## src/rtl/debounce_pkg.sv

```systemverilog
// rtl/debounce_pkg.sv - shared constants, repeat FSM states and counter width helper
// Contents: default parameter values, rep_state_e, cnt_width().
package debounce_pkg;

  localparam int DEF_N_CH               = 5;
  localparam int DEF_TICK_DIV           = 250000;
  localparam int DEF_STABLE_TICKS       = 3;
  localparam int DEF_REPEAT_DELAY_TICKS = 200;
  localparam int DEF_REPEAT_RATE_TICKS  = 40;
  localparam int DEF_SYNC_STAGES        = 2;

  typedef enum logic [1:0] {
    REL         = 2'd0,
    HOLD_DELAY  = 2'd1,
    HOLD_REPEAT = 2'd2
  } rep_state_e;

  // Bits needed to hold 0..n-1, never narrower than one bit.
  function automatic int cnt_width(input int n);
    return (n <= 2) ? 1 : $clog2(n);
  endfunction

endpackage

```

## src/rtl/debounce_multi_if.sv

```systemverilog
// rtl/debounce_multi_if.sv - button bundle between raw inputs and conditioned outputs
// Signals (all N_CH wide):
//   pb_in, repeat_en                          : driven by master (board side)
//   pb_level, pb_press, pb_release, pb_repeat : driven by slave (conditioner)
interface debounce_multi_if #(
  parameter int N_CH = debounce_pkg::DEF_N_CH
);

  logic [N_CH-1:0] pb_in;
  logic [N_CH-1:0] repeat_en;
  logic [N_CH-1:0] pb_level;
  logic [N_CH-1:0] pb_press;
  logic [N_CH-1:0] pb_release;
  logic [N_CH-1:0] pb_repeat;

  modport master (
    output pb_in, repeat_en,
    input  pb_level, pb_press, pb_release, pb_repeat
  );

  modport slave (
    input  pb_in, repeat_en,
    output pb_level, pb_press, pb_release, pb_repeat
  );

endinterface

```

## src/rtl/debounce_channel.sv

```systemverilog
// rtl/debounce_channel.sv - one button: synchroniser, stable filter, repeat FSM, pulses
// Ports:
//   clk, rst     : clock, synchronous active-high reset
//   tick_i       : shared sample tick (one cycle wide)
//   pb_i         : raw asynchronous button input
//   repeat_en_i  : auto-repeat enable, used on tick cycles
//   level_o      : debounced level
//   press_o, release_o, repeat_o : one-cycle event pulses
module debounce_channel
  import debounce_pkg::*;
#(
  parameter int STABLE_TICKS       = DEF_STABLE_TICKS,
  parameter int REPEAT_DELAY_TICKS = DEF_REPEAT_DELAY_TICKS,
  parameter int REPEAT_RATE_TICKS  = DEF_REPEAT_RATE_TICKS,
  parameter int SYNC_STAGES        = DEF_SYNC_STAGES
) (
  input  logic clk,
  input  logic rst,
  input  logic tick_i,
  input  logic pb_i,
  input  logic repeat_en_i,
  output logic level_o,
  output logic press_o,
  output logic release_o,
  output logic repeat_o
);

  localparam int SW      = cnt_width(STABLE_TICKS + 1);
  localparam int REP_MAX = (REPEAT_DELAY_TICKS > REPEAT_RATE_TICKS) ?
                           REPEAT_DELAY_TICKS : REPEAT_RATE_TICKS;
  localparam int RW      = cnt_width(REP_MAX + 1);

  localparam logic [SW-1:0] STAB_LAST = SW'(STABLE_TICKS - 1);
  localparam logic [SW-1:0] STAB_ONE  = SW'(1);
  localparam logic [RW-1:0] DLY_LAST  = RW'(REPEAT_DELAY_TICKS - 1);
  localparam logic [RW-1:0] DLY_SAT   = RW'(REPEAT_DELAY_TICKS);
  localparam logic [RW-1:0] RATE_LAST = RW'(REPEAT_RATE_TICKS - 1);
  localparam logic [RW-1:0] REP_ONE   = RW'(1);

  logic [SYNC_STAGES-1:0] sync_q, sync_d;
  logic                   s;
  logic                   level_q, level_d;
  logic [SW-1:0]          stab_q, stab_d;
  rep_state_e             state_q, state_d;
  logic [RW-1:0]          rep_q, rep_d;
  logic                   press_q, press_d;
  logic                   release_q, release_d;
  logic                   repeat_q, repeat_d;

  assign s = sync_q[SYNC_STAGES-1];

  always_ff @(posedge clk) begin
    if (rst) begin
      sync_q    <= '0;
      level_q   <= 1'b0;
      stab_q    <= '0;
      state_q   <= REL;
      rep_q     <= '0;
      press_q   <= 1'b0;
      release_q <= 1'b0;
      repeat_q  <= 1'b0;
    end else begin
      sync_q    <= sync_d;
      level_q   <= level_d;
      stab_q    <= stab_d;
      state_q   <= state_d;
      rep_q     <= rep_d;
      press_q   <= press_d;
      release_q <= release_d;
      repeat_q  <= repeat_d;
    end
  end

  always_comb begin
    sync_d    = {sync_q[SYNC_STAGES-2:0], pb_i};
    level_d   = level_q;
    stab_d    = stab_q;
    state_d   = state_q;
    rep_d     = rep_q;
    press_d   = 1'b0;
    release_d = 1'b0;
    repeat_d  = 1'b0;

    if (tick_i) begin
      // Stable filter: a run of disagreeing samples flips the level,
      // any agreeing sample restarts the run.
      if (s != level_q) begin
        if (stab_q == STAB_LAST) begin
          level_d   = ~level_q;
          stab_d    = '0;
          press_d   = ~level_q;
          release_d = level_q;
        end else begin
          stab_d = stab_q + STAB_ONE;
        end
      end else begin
        stab_d = '0;
      end

      // Release wins over any repeat due on the same tick.
      if (release_d) begin
        state_d = REL;
        rep_d   = '0;
      end else begin
        case (state_q)
          REL: begin
            if (press_d) begin
              state_d = HOLD_DELAY;
              rep_d   = '0;
            end
          end
          HOLD_DELAY: begin
            if (rep_q >= DLY_LAST) begin
              if (repeat_en_i) begin
                repeat_d = 1'b1;
                rep_d    = '0;
                state_d  = HOLD_REPEAT;
              end else begin
                rep_d = DLY_SAT;
              end
            end else begin
              rep_d = rep_q + REP_ONE;
            end
          end
          HOLD_REPEAT: begin
            // Disabled ticks freeze the rate count.
            if (repeat_en_i) begin
              if (rep_q >= RATE_LAST) begin
                repeat_d = 1'b1;
                rep_d    = '0;
              end else begin
                rep_d = rep_q + REP_ONE;
              end
            end
          end
          default: begin
            state_d = REL;
            rep_d   = '0;
          end
        endcase
      end
    end
  end

  assign level_o   = level_q;
  assign press_o   = press_q;
  assign release_o = release_q;
  assign repeat_o  = repeat_q;

endmodule

```

## src/rtl/debounce_multi.sv

```systemverilog
// rtl/debounce_multi.sv - N-channel push-button conditioner with shared sample tick
// Ports:
//   clk, rst : clock, synchronous active-high reset
//   bus      : debounce_multi_if slave (pb_in, repeat_en in; pb_level,
//              pb_press, pb_release, pb_repeat out)
module debounce_multi
  import debounce_pkg::*;
#(
  parameter int N_CH               = DEF_N_CH,
  parameter int TICK_DIV           = DEF_TICK_DIV,
  parameter int STABLE_TICKS       = DEF_STABLE_TICKS,
  parameter int REPEAT_DELAY_TICKS = DEF_REPEAT_DELAY_TICKS,
  parameter int REPEAT_RATE_TICKS  = DEF_REPEAT_RATE_TICKS,
  parameter int SYNC_STAGES        = DEF_SYNC_STAGES
) (
  input logic             clk,
  input logic             rst,
  debounce_multi_if.slave bus
);

  localparam int            TW        = cnt_width(TICK_DIV);
  localparam logic [TW-1:0] TICK_LAST = TW'(TICK_DIV - 1);
  localparam logic [TW-1:0] TICK_ONE  = TW'(1);

  logic [TW-1:0]   tick_cnt_q, tick_cnt_d;
  logic            tick;
  logic [N_CH-1:0] level_w, press_w, release_w, repeat_w;

  assign tick       = (tick_cnt_q == TICK_LAST);
  assign tick_cnt_d = tick ? '0 : tick_cnt_q + TICK_ONE;

  always_ff @(posedge clk) begin
    if (rst) begin
      tick_cnt_q <= '0;
    end else begin
      tick_cnt_q <= tick_cnt_d;
    end
  end

  for (genvar g = 0; g < N_CH; g++) begin : g_ch
    debounce_channel #(
      .STABLE_TICKS       (STABLE_TICKS),
      .REPEAT_DELAY_TICKS (REPEAT_DELAY_TICKS),
      .REPEAT_RATE_TICKS  (REPEAT_RATE_TICKS),
      .SYNC_STAGES        (SYNC_STAGES)
    ) u_ch (
      .clk         (clk),
      .rst         (rst),
      .tick_i      (tick),
      .pb_i        (bus.pb_in[g]),
      .repeat_en_i (bus.repeat_en[g]),
      .level_o     (level_w[g]),
      .press_o     (press_w[g]),
      .release_o   (release_w[g]),
      .repeat_o    (repeat_w[g])
    );
  end

  assign bus.pb_level   = level_w;
  assign bus.pb_press   = press_w;
  assign bus.pb_release = release_w;
  assign bus.pb_repeat  = repeat_w;

endmodule

```

## src/flat_wrapper.sv

```systemverilog
// flat-port wrapper written by rule: the top's interface ports become plain ports
module debounce_multi_flat import debounce_pkg::*;
#(
  parameter int N_CH               = DEF_N_CH,
  parameter int TICK_DIV           = DEF_TICK_DIV,
  parameter int STABLE_TICKS       = DEF_STABLE_TICKS,
  parameter int REPEAT_DELAY_TICKS = DEF_REPEAT_DELAY_TICKS,
  parameter int REPEAT_RATE_TICKS  = DEF_REPEAT_RATE_TICKS,
  parameter int SYNC_STAGES        = DEF_SYNC_STAGES
)
  (clk, rst, bus_pb_in, bus_repeat_en, bus_pb_level, bus_pb_press, bus_pb_release, bus_pb_repeat);
  debounce_multi_if #(.N_CH(N_CH)) bus_i ();
  input logic clk;
  input logic rst;
  input wire logic [$bits(bus_i.pb_in)-1:0] bus_pb_in;
  input wire logic [$bits(bus_i.repeat_en)-1:0] bus_repeat_en;
  output wire logic [$bits(bus_i.pb_level)-1:0] bus_pb_level;
  output wire logic [$bits(bus_i.pb_press)-1:0] bus_pb_press;
  output wire logic [$bits(bus_i.pb_release)-1:0] bus_pb_release;
  output wire logic [$bits(bus_i.pb_repeat)-1:0] bus_pb_repeat;
  assign bus_i.pb_in = bus_pb_in;
  assign bus_i.repeat_en = bus_repeat_en;
  assign bus_pb_level = bus_i.pb_level;
  assign bus_pb_press = bus_i.pb_press;
  assign bus_pb_release = bus_i.pb_release;
  assign bus_pb_repeat = bus_i.pb_repeat;
  debounce_multi #(.N_CH(N_CH), .TICK_DIV(TICK_DIV), .STABLE_TICKS(STABLE_TICKS), .REPEAT_DELAY_TICKS(REPEAT_DELAY_TICKS), .REPEAT_RATE_TICKS(REPEAT_RATE_TICKS), .SYNC_STAGES(SYNC_STAGES)) u_core (.clk(clk), .rst(rst), .bus(bus_i));
endmodule
```

## config.mk

```make
export PLATFORM = sky130hd
export DESIGN_NAME = debounce_multi_flat
export DESIGN_NICKNAME = d
export VERILOG_FILES = /design/src/rtl/debounce_pkg.sv /design/src/rtl/debounce_multi_if.sv /design/src/rtl/debounce_channel.sv /design/src/rtl/debounce_multi.sv /design/src/flat_wrapper.sv
export SDC_FILE = /design/constraint.sdc
export NUM_CORES = 1
export LEC_CHECK = 0
export CELL_PAD_IN_SITES_DETAIL_PLACEMENT = 1
export CELL_PAD_IN_SITES_GLOBAL_PLACEMENT = 1
export CORE_MARGIN = 10
export CORE_UTILIZATION = 40
export CTS_CLUSTER_DIAMETER = 120
export DETAILED_ROUTE_END_ITERATION = 12
export GPL_TIMING_DRIVEN = 0
export MAX_ROUTING_LAYER = met4
export PLACE_DENSITY_LB_ADDON = 0.1
export SLEW_MARGIN = 10
export SYNTH_ARGS = -nofsm -noshare
export SYNTH_HDL_FRONTEND = slang
export SYNTH_HIERARCHICAL = 1
export SYNTH_SLANG_ARGS = --single-unit
```

## constraint.sdc

```tcl
create_clock -name clk -period 6.4 [get_ports clk]
set_input_delay 1.28 -clock clk [delete_from_list [all_inputs] [get_ports clk]]
set_output_delay 1.28 -clock clk [all_outputs]
set_load 0.05 [all_outputs]
```

---- Yosys cells after proc, flatten, opt, wreduce, memory -nomap -nowiden ----
Index checks and enable logic that the tools add are counted.
storage, ports and cells
  bits in read-only memories .............. 0
  bits in latches ......................... 0
  input port bits ......................... 12
  output and inout bits ................... 20
  register bits after elaboration ......... 108
  memories ................................ 0
  logic and storage cells ................. 266
  memory bits (writable) .................. 0
cells by class
  multipliers ............................. 0
  equality and inequality tests ........... 46
  magnitude comparators ................... 10
  shift-type cells ........................ 0
  $add $sub $neg .......................... 11
  mux-type cells .......................... 125
  reduce and logical (&&, ||, !) cells .... 27
  bitwise logic cells ..................... 6
  div/mod/pow operators ................... 0
operators with widths
  kind                                                    count
  two-way mux 8 bit                                       30
  case mux 8 bit (3 select lines)                         5
  two-way mux 2 bit                                       30
  two-way mux 1 bit                                       50
  inequality test 3 bit (second input constant)           15
  adder 8 x 1 -> 8 bit (second input constant)            5
  >= comparator 8 x 6 -> 1 bit (second input constant)    5
  >= comparator 8 bit (second input constant)             5
  case mux 2 bit (3 select lines)                         5
  AND reduction 3 bit                                     10
  AND reduction 5 bit                                     5
  == test 2 bit (second input constant)                   10
  adder 18 x 1 -> 18 bit (second input constant)          1
  == test 18 bit (second input constant)                  1
  inequality test 3 x 2 -> 1 bit (second input constant)  5
  OR reduction 3 bit                                      5
  adder 2 x 1 -> 2 bit (second input constant)            5
  == test 2 x 1 -> 1 bit (second input constant)          5
  zero test 2 bit                                         5
  inequality test 2 x 1 -> 1 bit (second input constant)  5
  case mux 1 bit (2 select lines)                         5
  inverter 1 bit                                          6
  inequality test 1 bit                                   5
  OR reduction 2 bit                                      2

---- Longest topological paths before layout ----
  depth after elaboration ................. 7
  depth in mapped cells ................... 9
  depth with buffers taken out ............ 8

---- By module ----
Netlist, hierarchy kept.
modules (own cells, without submodules)
  module            seq. area each (um^2)  area an instance (um^2)  instances  cells an instance
  debounce_channel  360.3                  1057.3                   5          124
  debounce_multi    360.3                  815.8                    1          90

---- Worst setup path before layout ----
OpenSTA, ideal clock, no wires.
  kind .................................... register to register
  start ................................... register u_core.tick_cnt_q[0]
  end ..................................... register u_core.g_ch[0].u_ch.rep_q[4]
  period minus slack after synthesis ...... 2.342 ns
  library setup time ...................... 0.087 ns
  stages on the path, launching flop included .. 9
  required time ........................... 6.313 ns
  buffers on the path ..................... 1
  arrival time ............................ 2.255 ns
  setup slack ............................. 4.058 ns
  cells stage by stage .................... dfxtp_1 > ha_1 > nand3_1 > nor4_1 > and3_2 > clkbuf_1 > o21ai_1 > nand2b_2 > o31ai_1
between the ends
  cells in the longest elaborated chain, start to end .. 2
ends and longest elaborated chain
  item                           line                    RTL
  start, declared                debounce_multi.sv:25    logic [TW-1:0] tick_cnt_q, tick_cnt_d;
  start signal, assigned         debounce_multi.sv:36    tick_cnt_q <= tick_cnt_d;
  == test 18 bit                 debounce_multi.sv:29    assign tick = (tick_cnt_q == TICK_LAST);
  named net u_core.tick          debounce_multi.sv:26    logic tick;
  AND reduction 3 bit (no line)  -
  end signal, assigned           debounce_channel.sv:67  rep_q <= rep_d;
  end, declared                  debounce_channel.sv:45  logic [RW-1:0] rep_q, rep_d;
The timed path passes the listed nets, and every way through them passes these cells.
A chain may end at the register's enable or synchronous reset.

==> summary.txt <==
Status
  – Status: finished, final reports clean

CTS
  – Clock latency on the worst-skew pair: 0.36 ns
  – Max Buffers Root-to-Sink: 2
  – Hold_buf cts: 0
  – Clock sink total: 108
  – Post-cts repair resize count: 0
  – Post-CTS Setup Inserts: 0
  – Root Driver: clkbuf_16
  – TritonCTS buffer count: 9
  – CTS tree: built
  – Clock slew at reported path FFs: 0.07 ns
  – H-tree Lvls: 3

Logic synthesis
  – Synth area leaders: dfxtp_1 35%, ha_1 5.3%, nor2_1 4.6%, nand3_1 4.4%, nor2b_1 3.6%
  – Register area share after synthesis: 0.354
  – Cells after Synth: 710
  – FF+latch count, synth: 108
  – Syn Nets: 748
  – Mapped cell area: 6100 sq um
  – Top cell type's share of synthesized area: 0.354
  – Share of synthesized registers carrying an async set or reset: 0
  – Post-synth EDFFs: 0
  – Area leader, netlist: dfxtp_1
  – Post-synth cell types: 47
  – Most used flip-flop cell after synthesis: dfxtp_1
  – Mean area per synthesized cell: 8.59 sq um
  – Commonest cells post-synth: 108 x dfxtp_1, 74 x nor2_1, 54 x nand2_1, 54 x nand3_1, 38 x inv_1
  – Synth warn: 6
  – Most frequent cell after synthesis: dfxtp_1

STA
  – Fmax: 275 MHz
  – Unrepaired setup endpoints after global routing: no
  – Fin Setup TNS: 0 ns
  – Crit share post-route: 0.567
  – Measured slew at the worst slew-check pin: 1.26 ns
  – Slew headroom: 0.157
  – Endpoints failing setup: 0
  – Minimum clock period: 3.63 ns
  – Worst Skew: 0.0125 ns
  – Slew Viols, Final: 0
  – Final Hold Vio Count: 0

Critical path
  – Setup crit start kind: input port
  – CP Max Fanout: 13
  – Slowest CP cell: clkdlybuf4s50_1
  – Critical setup path kind: in2reg
  – CP Capture Type: flip-flop
  – Critical path's top delay family: buffers and inverters
  – CP cell instances: clkdlybuf4s50_1, clkbuf_1, inv_1, nand2_1, nor3_1, a22o_1
  – Data arrival time of the worst path: 3.88 ns
  – CP peak stage delay: 1.31 ns
  – CP Buf/Inv Count: 3
  – Critical Path RT: 6.65 ns

Die
  – # IOs: 32
  – Rows: 45
  – Core Region: 15100 sq um
  – Initial Util: 0.404
  – Die Ht: 144 microns
  – DIE AREA: 20600 sq um
  – Die X-Extent: 144 microns

GRT
  – Initial antenna violation count: 0
  – Number of global-route vias before repair: 5463
  – Total global routing overflow: 0
  – GRT Overall Usage: 0.160
  – Pin count of the biggest net entering global routing: 19
  – First-pass GRT wire length: 26.6 mm

Detailed routing
  – Post-DR wirelength/cell: 16.3 microns
  – Drt pass-1 iters: 4
  – Initial DRC Count: 166
  – Routed WL: 15.4 mm
  – Final antenna-violating net count: 0
  – Detailed-route via count: 5376
  – DRC viols: 0
  – Via/cell ratio: 5.69

Finish
  – Layout area overhead: 14.6%
  – # diodes: 0
  – NumNets Final: 790
  – Share of cells above drive strength 1: 0.0872

Power
  – P_leak: 0.00227 uW
  – Peak supply drop: 0.000160 V
  – Total power draw: 1370 uW
  – Pwr/cell area: 195 nW/um^2

Min path
  – Hold crit path type: reg2reg

Flow run
  – Max-cap viol count: 0

Placed design
  – Port Buffers: 31
  – Post-DP HPWL: 11.3 mm
  – Routability Congestion: 0.883
==> report_power, final <==
part / internal (uW) / switching (uW)
combinational: 13.2 / 20.4
clock: 385 / 267
sequential: 676 / 3.80
==> layout by cell type, fill, tap and decap left out, types with 11 or more instances in the layout <==
cell             Yosys  routed
a21oi_1             36      36
clkbuf_1            20      20
nand2_1             54      54
clkdlybuf4s50_1      0      31
ha_1                26      26
nand3b_1            20      20
xnor2_1             11      11
nor2_1              74      74
dfxtp_1            108     108
o21ai_0             26      26
inv_1               38      38
nand3_1             54      54
nor3_1              13      13
nor2b_1             35      35
a32oi_1             15      15
==> path summary, 6_finish.rpt <==
path | start | end | slack (ns) | cells past startpoint
setup / recovery | rst | u_core/g_ch[2].u_ch/state_q[0] | 2.77 | 6
hold / removal | u_core/g_ch[2].u_ch/sync_q[0] | u_core/g_ch[2].u_ch/sync_q[1] | 0.44 | 1
setup reg to reg | u_core/tick_cnt_q[0] | u_core/g_ch[0].u_ch/rep_q[4] | 3.34 | 8
hold reg to reg | u_core/g_ch[2].u_ch/sync_q[0] | u_core/g_ch[2].u_ch/sync_q[1] | 0.44 | 1
==> flip-flops by register name, summed over array words and instances (netlist names) <==
| register | cells |
|---|---|
| u_core/g_ch.u_ch/stab_q | 10 |
| u_core/g_ch.u_ch/level_o | 5 |
| u_core/g_ch.u_ch/sync_q | 10 |
| u_core/g_ch.u_ch/repeat_o | 5 |
| u_core/g_ch.u_ch/rep_q | 40 |
| u_core/g_ch.u_ch/release_o | 5 |
| u_core/tick_cnt_q | 18 |
| u_core/g_ch.u_ch/press_o | 5 |
| u_core/g_ch.u_ch/state_q | 10 |
==> layout make-up <==
cell class	count	area (sq um)
well taps	188	235
fillers	1808	8100
clock inverters	7	120
inverters	38	143
repair buffers	31	310
clock buffers	9	225
flip-flops and latches	108	2160
multi-input cells	543	3710
plain buffers	21	86.3
==> metrics by stage <==
| stage | hold WS [ns] | utilization | worst slack [ns] | instances | cell area, sq um |
|---|---|---|---|---|---|
| 2_1_floorplan | 0.414 | - | 4.06 | 710 | 6100 |
| 3_3_place_gp | 0.416 | 0.441 | 2.48 | 929 | 6650 |
| 3_5_place_dp | 0.431 | 0.441 | 2.45 | 929 | 6650 |
| 4_1_cts | 0.447 | 0.463 | 2.83 | 945 | 6990 |
| 5_1_grt | 0.465 | 0.463 | 2.69 | 945 | 6990 |
| 6_report | 0.444 | 0.463 | 2.77 | 945 | 6990 |
==> cell families after synthesis <==
logic type                 share of synthesized area
xor gates and xnor gates                      0.0287
muxes                                         0.0174
DFF                                            0.354
AOI/OAI and AO/OA                              0.230
and+or+nand+nor                                0.279
buffers and inverters                         0.0375
adders and majority gates                     0.0533
==> routing by layer <==
metal  part of all wire  vias to the layer above  track usage
li1                   -                     2654            -
met1               0.47                     2644        0.193
met2               0.49                       59        0.261
met3              0.028                       19       0.0363
met4              0.015                        0       0.0473
met5                  0                        -            -
(Power assumes the default switching activity.)
